**src/rtl/fcap_pkg.sv**
```systemverilog
// Shared types and bit-search helpers for the filter-capacitor bank sequencer.
package fcap_pkg;

   localparam int MAX_BANKS       = 16;
   localparam int IDX_W           = 5;
   localparam int STEP_CYCLES_DEF = 16;

   // Index value returned when a search finds no set bit.
   localparam logic [IDX_W-1:0] NO_BIT = IDX_W'(MAX_BANKS);

   typedef enum logic [1:0] {
      IDLE,
      UP,
      ON,
      DOWN
   } fcap_state_e;

   // Lowest set bit of mask at position idx or higher; NO_BIT if none.
   function automatic logic [IDX_W-1:0] lowest_set_above(input logic [MAX_BANKS-1:0] mask,
                                                         input logic [IDX_W-1:0] idx);
      logic [IDX_W-1:0] result;
      result = NO_BIT;
      for (int i = MAX_BANKS - 1; i >= 0; i--) begin
         if (mask[i] && (IDX_W'(i) >= idx)) begin
            result = IDX_W'(i);
         end
      end
      return result;
   endfunction

   function automatic logic [IDX_W-1:0] highest_set(input logic [MAX_BANKS-1:0] vec);
      logic [IDX_W-1:0] result;
      result = NO_BIT;
      for (int i = 0; i < MAX_BANKS; i++) begin
         if (vec[i]) begin
            result = IDX_W'(i);
         end
      end
      return result;
   endfunction

endpackage

```
**src/rtl/fcap_step_timer.sv**
```systemverilog
// Dwell counter: loads a start value, counts down to zero and holds there.
module fcap_step_timer #(
   parameter int CNT_W = 5
) (
   input  logic             clk,
   input  logic             rst_b,
   input  logic             load,
   input  logic [CNT_W-1:0] load_val,
   output logic             zero
);

   logic [CNT_W-1:0] cnt_q;
   logic [CNT_W-1:0] cnt_d;

   always_comb begin
      cnt_d = cnt_q;
      if (load) begin
         cnt_d = load_val;
      end else if (cnt_q != '0) begin
         cnt_d = cnt_q - CNT_W'(1);
      end
   end

   always_ff @(posedge clk or negedge rst_b) begin
      if (!rst_b) begin
         cnt_q <= '0;
      end else begin
         cnt_q <= cnt_d;
      end
   end

   assign zero = (cnt_q == '0);

endmodule

```
**src/rtl/filter_cap_bank_seq.sv**
```systemverilog
// Sequences DVDD filter-capacitor banks on and off one at a time with a dwell
// between switch events to bound inrush current and rail droop.
module filter_cap_bank_seq
   import fcap_pkg::*;
#(
   parameter int N_BANKS     = 3,
   parameter int STEP_CYCLES = STEP_CYCLES_DEF,
   parameter int CNT_W       = $clog2(STEP_CYCLES + 1)
) (
   input  logic               CLK,
   input  logic               rst_b,
   input  logic               en,
   input  logic [N_BANKS-1:0] bank_mask,
   output logic [N_BANKS-1:0] bank_en,
   output logic               busy,
   output logic               ready,
   output logic [N_BANKS-1:0] active_mask
);

   generate
      if (N_BANKS < 1 || N_BANKS > MAX_BANKS || STEP_CYCLES < 1) begin : g_param_check
         $error("filter_cap_bank_seq: N_BANKS must be 1..16 and STEP_CYCLES >= 1");
      end
   endgenerate

   fcap_state_e        state_q, state_d;
   logic [N_BANKS-1:0] bank_en_q, bank_en_d;
   logic [N_BANKS-1:0] active_mask_q, active_mask_d;
   logic [IDX_W-1:0]   index_q, index_d;
   logic               busy_q, busy_d;
   logic               ready_q, ready_d;
   logic               dwell_load;
   logic               dwell_zero;

   logic [IDX_W-1:0]   first_bit, next_bit, top_bit, refill_bit;
   logic [N_BANKS-1:0] first_oh, next_oh, top_oh, refill_oh;

   // Candidate switch events: first bank of a new ramp, next bank up, bank to
   // drop on the way down, and the lowest re-connectable bank after a reversal.
   assign first_bit  = lowest_set_above(MAX_BANKS'(bank_mask), '0);
   assign next_bit   = lowest_set_above(MAX_BANKS'(active_mask_q), index_q + IDX_W'(1));
   assign top_bit    = highest_set(MAX_BANKS'(bank_en_q));
   assign refill_bit = lowest_set_above(MAX_BANKS'(active_mask_q & ~bank_en_q), '0);

   assign first_oh  = N_BANKS'(1) << first_bit;
   assign next_oh   = N_BANKS'(1) << next_bit;
   assign top_oh    = N_BANKS'(1) << top_bit;
   assign refill_oh = N_BANKS'(1) << refill_bit;

   fcap_step_timer #(
      .CNT_W(CNT_W)
   ) u_timer (
      .clk     (CLK),
      .rst_b   (rst_b),
      .load    (dwell_load),
      .load_val(CNT_W'(STEP_CYCLES - 1)),
      .zero    (dwell_zero)
   );

   // The en level is tested before dwell expiry so a direction change always
   // wins over a step in the old direction.
   always_comb begin
      state_d       = state_q;
      bank_en_d     = bank_en_q;
      active_mask_d = active_mask_q;
      index_d       = index_q;
      busy_d        = busy_q;
      ready_d       = ready_q;
      dwell_load    = 1'b0;

      case (state_q)
         IDLE: begin
            if (en) begin
               active_mask_d = bank_mask;
               if (first_bit == NO_BIT) begin
                  state_d = ON;
                  ready_d = 1'b1;
                  busy_d  = 1'b0;
               end else begin
                  state_d    = UP;
                  index_d    = first_bit;
                  bank_en_d  = bank_en_q | first_oh;
                  dwell_load = 1'b1;
                  busy_d     = 1'b1;
               end
            end
         end
         UP: begin
            if (!en) begin
               state_d    = DOWN;
               bank_en_d  = bank_en_q & ~top_oh;
               dwell_load = 1'b1;
            end else if (dwell_zero) begin
               if (next_bit == NO_BIT) begin
                  state_d = ON;
                  ready_d = 1'b1;
                  busy_d  = 1'b0;
               end else begin
                  index_d    = next_bit;
                  bank_en_d  = bank_en_q | next_oh;
                  dwell_load = 1'b1;
               end
            end
         end
         ON: begin
            if (!en) begin
               ready_d = 1'b0;
               if (top_bit == NO_BIT) begin
                  state_d = IDLE;
               end else begin
                  state_d    = DOWN;
                  bank_en_d  = bank_en_q & ~top_oh;
                  dwell_load = 1'b1;
                  busy_d     = 1'b1;
               end
            end
         end
         DOWN: begin
            if (en) begin
               if (refill_bit == NO_BIT) begin
                  state_d = ON;
                  ready_d = 1'b1;
                  busy_d  = 1'b0;
               end else begin
                  state_d    = UP;
                  index_d    = refill_bit;
                  bank_en_d  = bank_en_q | refill_oh;
                  dwell_load = 1'b1;
               end
            end else if (dwell_zero) begin
               if (top_bit == NO_BIT) begin
                  state_d = IDLE;
                  busy_d  = 1'b0;
               end else begin
                  bank_en_d  = bank_en_q & ~top_oh;
                  dwell_load = 1'b1;
               end
            end
         end
         default: begin
            state_d = IDLE;
         end
      endcase
   end

   always_ff @(posedge CLK or negedge rst_b) begin
      if (!rst_b) begin
         state_q       <= IDLE;
         bank_en_q     <= '0;
         active_mask_q <= '0;
         index_q       <= '0;
         busy_q        <= 1'b0;
         ready_q       <= 1'b0;
      end else begin
         state_q       <= state_d;
         bank_en_q     <= bank_en_d;
         active_mask_q <= active_mask_d;
         index_q       <= index_d;
         busy_q        <= busy_d;
         ready_q       <= ready_d;
      end
   end

   assign bank_en     = bank_en_q;
   assign busy        = busy_q;
   assign ready       = ready_q;
   assign active_mask = active_mask_q;

endmodule

```
**config.mk**
```make
export PLATFORM = sky130hd
export DESIGN_NAME = filter_cap_bank_seq
export DESIGN_NICKNAME = d
export VERILOG_FILES = /design/src/rtl/fcap_pkg.sv /design/src/rtl/fcap_step_timer.sv /design/src/rtl/filter_cap_bank_seq.sv
export SDC_FILE = /design/constraint.sdc
export NUM_CORES = 1
export LEC_CHECK = 0
export CAP_MARGIN = 20
export CORE_UTILIZATION = 55
export DETAILED_ROUTE_END_ITERATION = 7
export PLACE_DENSITY_LB_ADDON = 0.1
export RECOVER_POWER = 100
export SLEW_MARGIN = 20
export SYNTH_ARGS = -nofsm -noshare
export SYNTH_HDL_FRONTEND = slang
export SYNTH_SLANG_ARGS = --single-unit
```
**constraint.sdc**
```tcl
create_clock -name CLK -period 2.9 [get_ports CLK]
set_input_delay 0.435 -clock CLK [delete_from_list [all_inputs] [get_ports CLK]]
set_output_delay 0.435 -clock CLK [all_outputs]
set_load 0.05 [all_outputs]
```
==> flow_summary.toml <==
[critical_path]
cp.arrival_ns = 2.63
cp_max_fo = 10
path_class = "flop to flop"
crit_path_end_kind = "flop"
r2r-start = "u_timer.cnt_q[0]$_DFFE_PN0P_"
worstSetupStartpoint = "u_timer.cnt_q[0]$_DFFE_PN0P_"
cp.required_ns = 3.12
worstSetupStartpointType = "flop"

[synth]
synth-seq-cells = 18
async_reset_ff_share_pct = 100
syn_nets = 162
synth_common_cells = "25 x nand2_1, 18 x dfrtp_1, 11 x nor2_1, 11 x o21ai_0, 10 x a21oi_1"
synth_fa_ha_area_share_pct = 4.94
synth.area.mux_share_pct = 4.64
synth_top_area_share_pct = 35.5
synth_cells = 151
synth_edf_count = 0
yosysTopAreaCell = "dfrtp_1"
synth.avg_cell_area_um2 = 8.39
synth.area.top_cells = "dfrtp_1 36%, nand2_1 7.4%, ha_1 4.9%"
synth_xor_area_share_pct = 0.691
synth_top_family_by_area = "simple AND/OR/NAND/NOR gates"
ys_types = 41
synth_area_um2 = 1270
synth_compound_gate_area_share_pct = 23.7
yosysMostFrequentCell = "nand2_1"
ys_seq_area_share_pct = 35.5
synth_top_flop_cell = "dfrtp_1"
synthSimpleGateAreaFrac_pct = 26.8
ys_warn_count = 0

[routing]
highest_layer = "met4"
met1_length_um = 1340
met3WireLength_um = 130
dr_wl_met2_um = 1470
post_drt_wl_per_cell_um = 15.5
wl_um = 2970
drcViolationCount = 0
num_vias = 1168
drtPass1Iterations = 4
ant_nets = 0
drtIter0Drc = 42
viasPerCell = 6.08

[place]
placed_area_um2 = 1420
globalplace.congestion = 1.01
port_buffers = 13
dpl.hpwl_um = 2150

[sta]
tightest_slew_ns = 0.811
slew_violations = 0
fmax_mhz = 415
finalHoldViolations = 0
rsz0062_at_grt = "no"
finClkSkew_ns = 0.00481
slew_headroom_pct = 45.7
period_minus_slack_ns = 2.41
setup_viol = 0
tns_ns = 0
timing.final.crit_share_pct = 83.0

[clock_network]
htreeDepth = 1
clk_pin_slew_ns = 0.11
cts_resized = 0
cts.sink_count = 18
hold_buffers = 0
clockBufferDepth = 2
cts_buffers = 3
clk_latency_ns = 0.30
root_buffer = "clkbuf_4"
cts_tree = "yes"
cts_setup_buffers = 0

[die]
die_area_um2 = 2500
die_w_um = 50.0
coreArea_um2 = 2190
row_count = 17
initial_utilization_pct = 57.9
die_y_um = 50.0
io_pins = 14

[finish]
area_growth_pct = 12.9
diodes = 0
layout-drive-gt1-share_pct = 8.54
fin_area_um2 = 1430
nets = 176
fillers = 189

[pwr]
combPwrFrac_pct = 60.0
seqPwrFrac_pct = 30.5
p_leak_uw = 0.000590
finalPower_uw = 1690
p_sw_uw = 887
ir_worst_vdd_uv = 655
swShare_pct = 52.4
power_density_nw_per_um2 = 1180
power.clock.fraction_pct = 9.4
intPower_uw = 806

[job]
maxCapViolCount = 0

[hold_path]
holdCritStartpoint = "busy$_DFFE_PN0P_"
hold_path.class = "flop to flop"

[status]
status = "finished clean"

[global_route]
grt_pass1_vias = 1155
grt_max_degree = 19
grt-ovfl-total = 0
grt_use_total_pct = 26.4
grt_antenna_before_repair = 0
grt_pass1_wl_um = 4930
==> sequential cells by signal, summed over array words and instances, names as in the netlist <==
name	flops
active_mask	3
bank_en	3
busy	1
index_q	3
ready	1
state_q	2
u_timer.cnt_q	5
==> per-layer routing <==
| layer | vias to the layer above | track usage [%] |
|---|---|---|
| li1 | 573 | - |
| met1 | 555 | 32.7 |
| met2 | 36 | 44.9 |
| met3 | 4 | 3.70 |
| met4 | 0 | 11.4 |
| met5 | - | 0 |
==> cell usage in the layout (no fill, tap or decap), drive strengths merged, types with 3 or more instances in the layout <==
cell,netlist,layout
nand3,3,3
a211oi,3,3
a21oi,11,11
dfrtp,18,18
nand2b,7,7
clkbuf,3,4
o211ai,3,3
clkdlybuf4s50,0,4
ha,5,5
nor3,7,7
or3,3,3
nand2,25,25
mux2,4,4
o21ai,11,11
dlygate4sd3,0,9
nor2,11,11
inv,6,6
a31oi,6,6
==> critical path, cell delays in order, from the launching register on <==
cell      delay, ns
dfrtp_1        0.40
inv_1          0.10
ha_1           0.20
nor4b_2        0.66
or2b_2         0.25
a21oi_1        0.05
a211oi_2       0.35
a21oi_1        0.11
a41oi_1        0.19
==> final cells by class <==
class,instances,area [µm²],area share (%)
Sequential cell,18,450,31.5
Timing Repair Buffer,14,138,9.62
Multi-Input combinational cell,121,746,52.1
Tap cell,28,35.0,2.45
Clock buffer,4,36.3,2.53
Inverter,7,26.3,1.84
==> worst paths after layout <==
| kind | end | slack (ns) | cells past startpoint |
|---|---|---|---|
| worst max-delay path | bank_en[1]$_DFFE_PN0P_ | 0.49 | 8 |
| worst min-delay path | busy$_DFFE_PN0P_ | 0.51 | 2 |
| worst max register to register | bank_en[1]$_DFFE_PN0P_ | 0.49 | 8 |
| worst min register to register | busy$_DFFE_PN0P_ | 0.51 | 2 |
| max in group asynchronous | active_mask[1]$_DFFE_PN0P_ | 1.74 | 1 |
| min in group asynchronous | ready$_DFFE_PN0P_ | 0.66 | 1 |
==> kinds of logic (layout without fill, tap and decap cells) <==
logic type	count (synthesis)	count (layout)
compound gates	45	45
fa+ha+maj	5	5
buf+inv	12	25
simple gates	65	65
xor+xnor	1	1
flops	18	18
mux	5	5
==> power by group through the flow <==
stage / Combinational (µW) / Sequential [µW] / Clock [µW]
after global routing: 1110 / 528 / 169
after CTS: 1070 / 517 / 162
final: 1020 / 517 / 160
after global placement: 1040 / 519 / 0
after detailed placement: 1060 / 520 / 0
after floorplan: 640 / 654 / 0
==> per-stage QoR <==
step           instances  hold WS (ns)  util [%]  setup WS [ns]
2_1_floorplan        151         0.139         -          0.843
3_3_place_gp         188         0.487      64.8          0.487
3_5_place_dp         188         0.489      64.8          0.433
4_1_cts              192         0.516      66.4          0.558
5_1_grt              192         0.575      65.3          0.271
6_report             192         0.510      65.3          0.492
(Power assumes the default switching activity.)
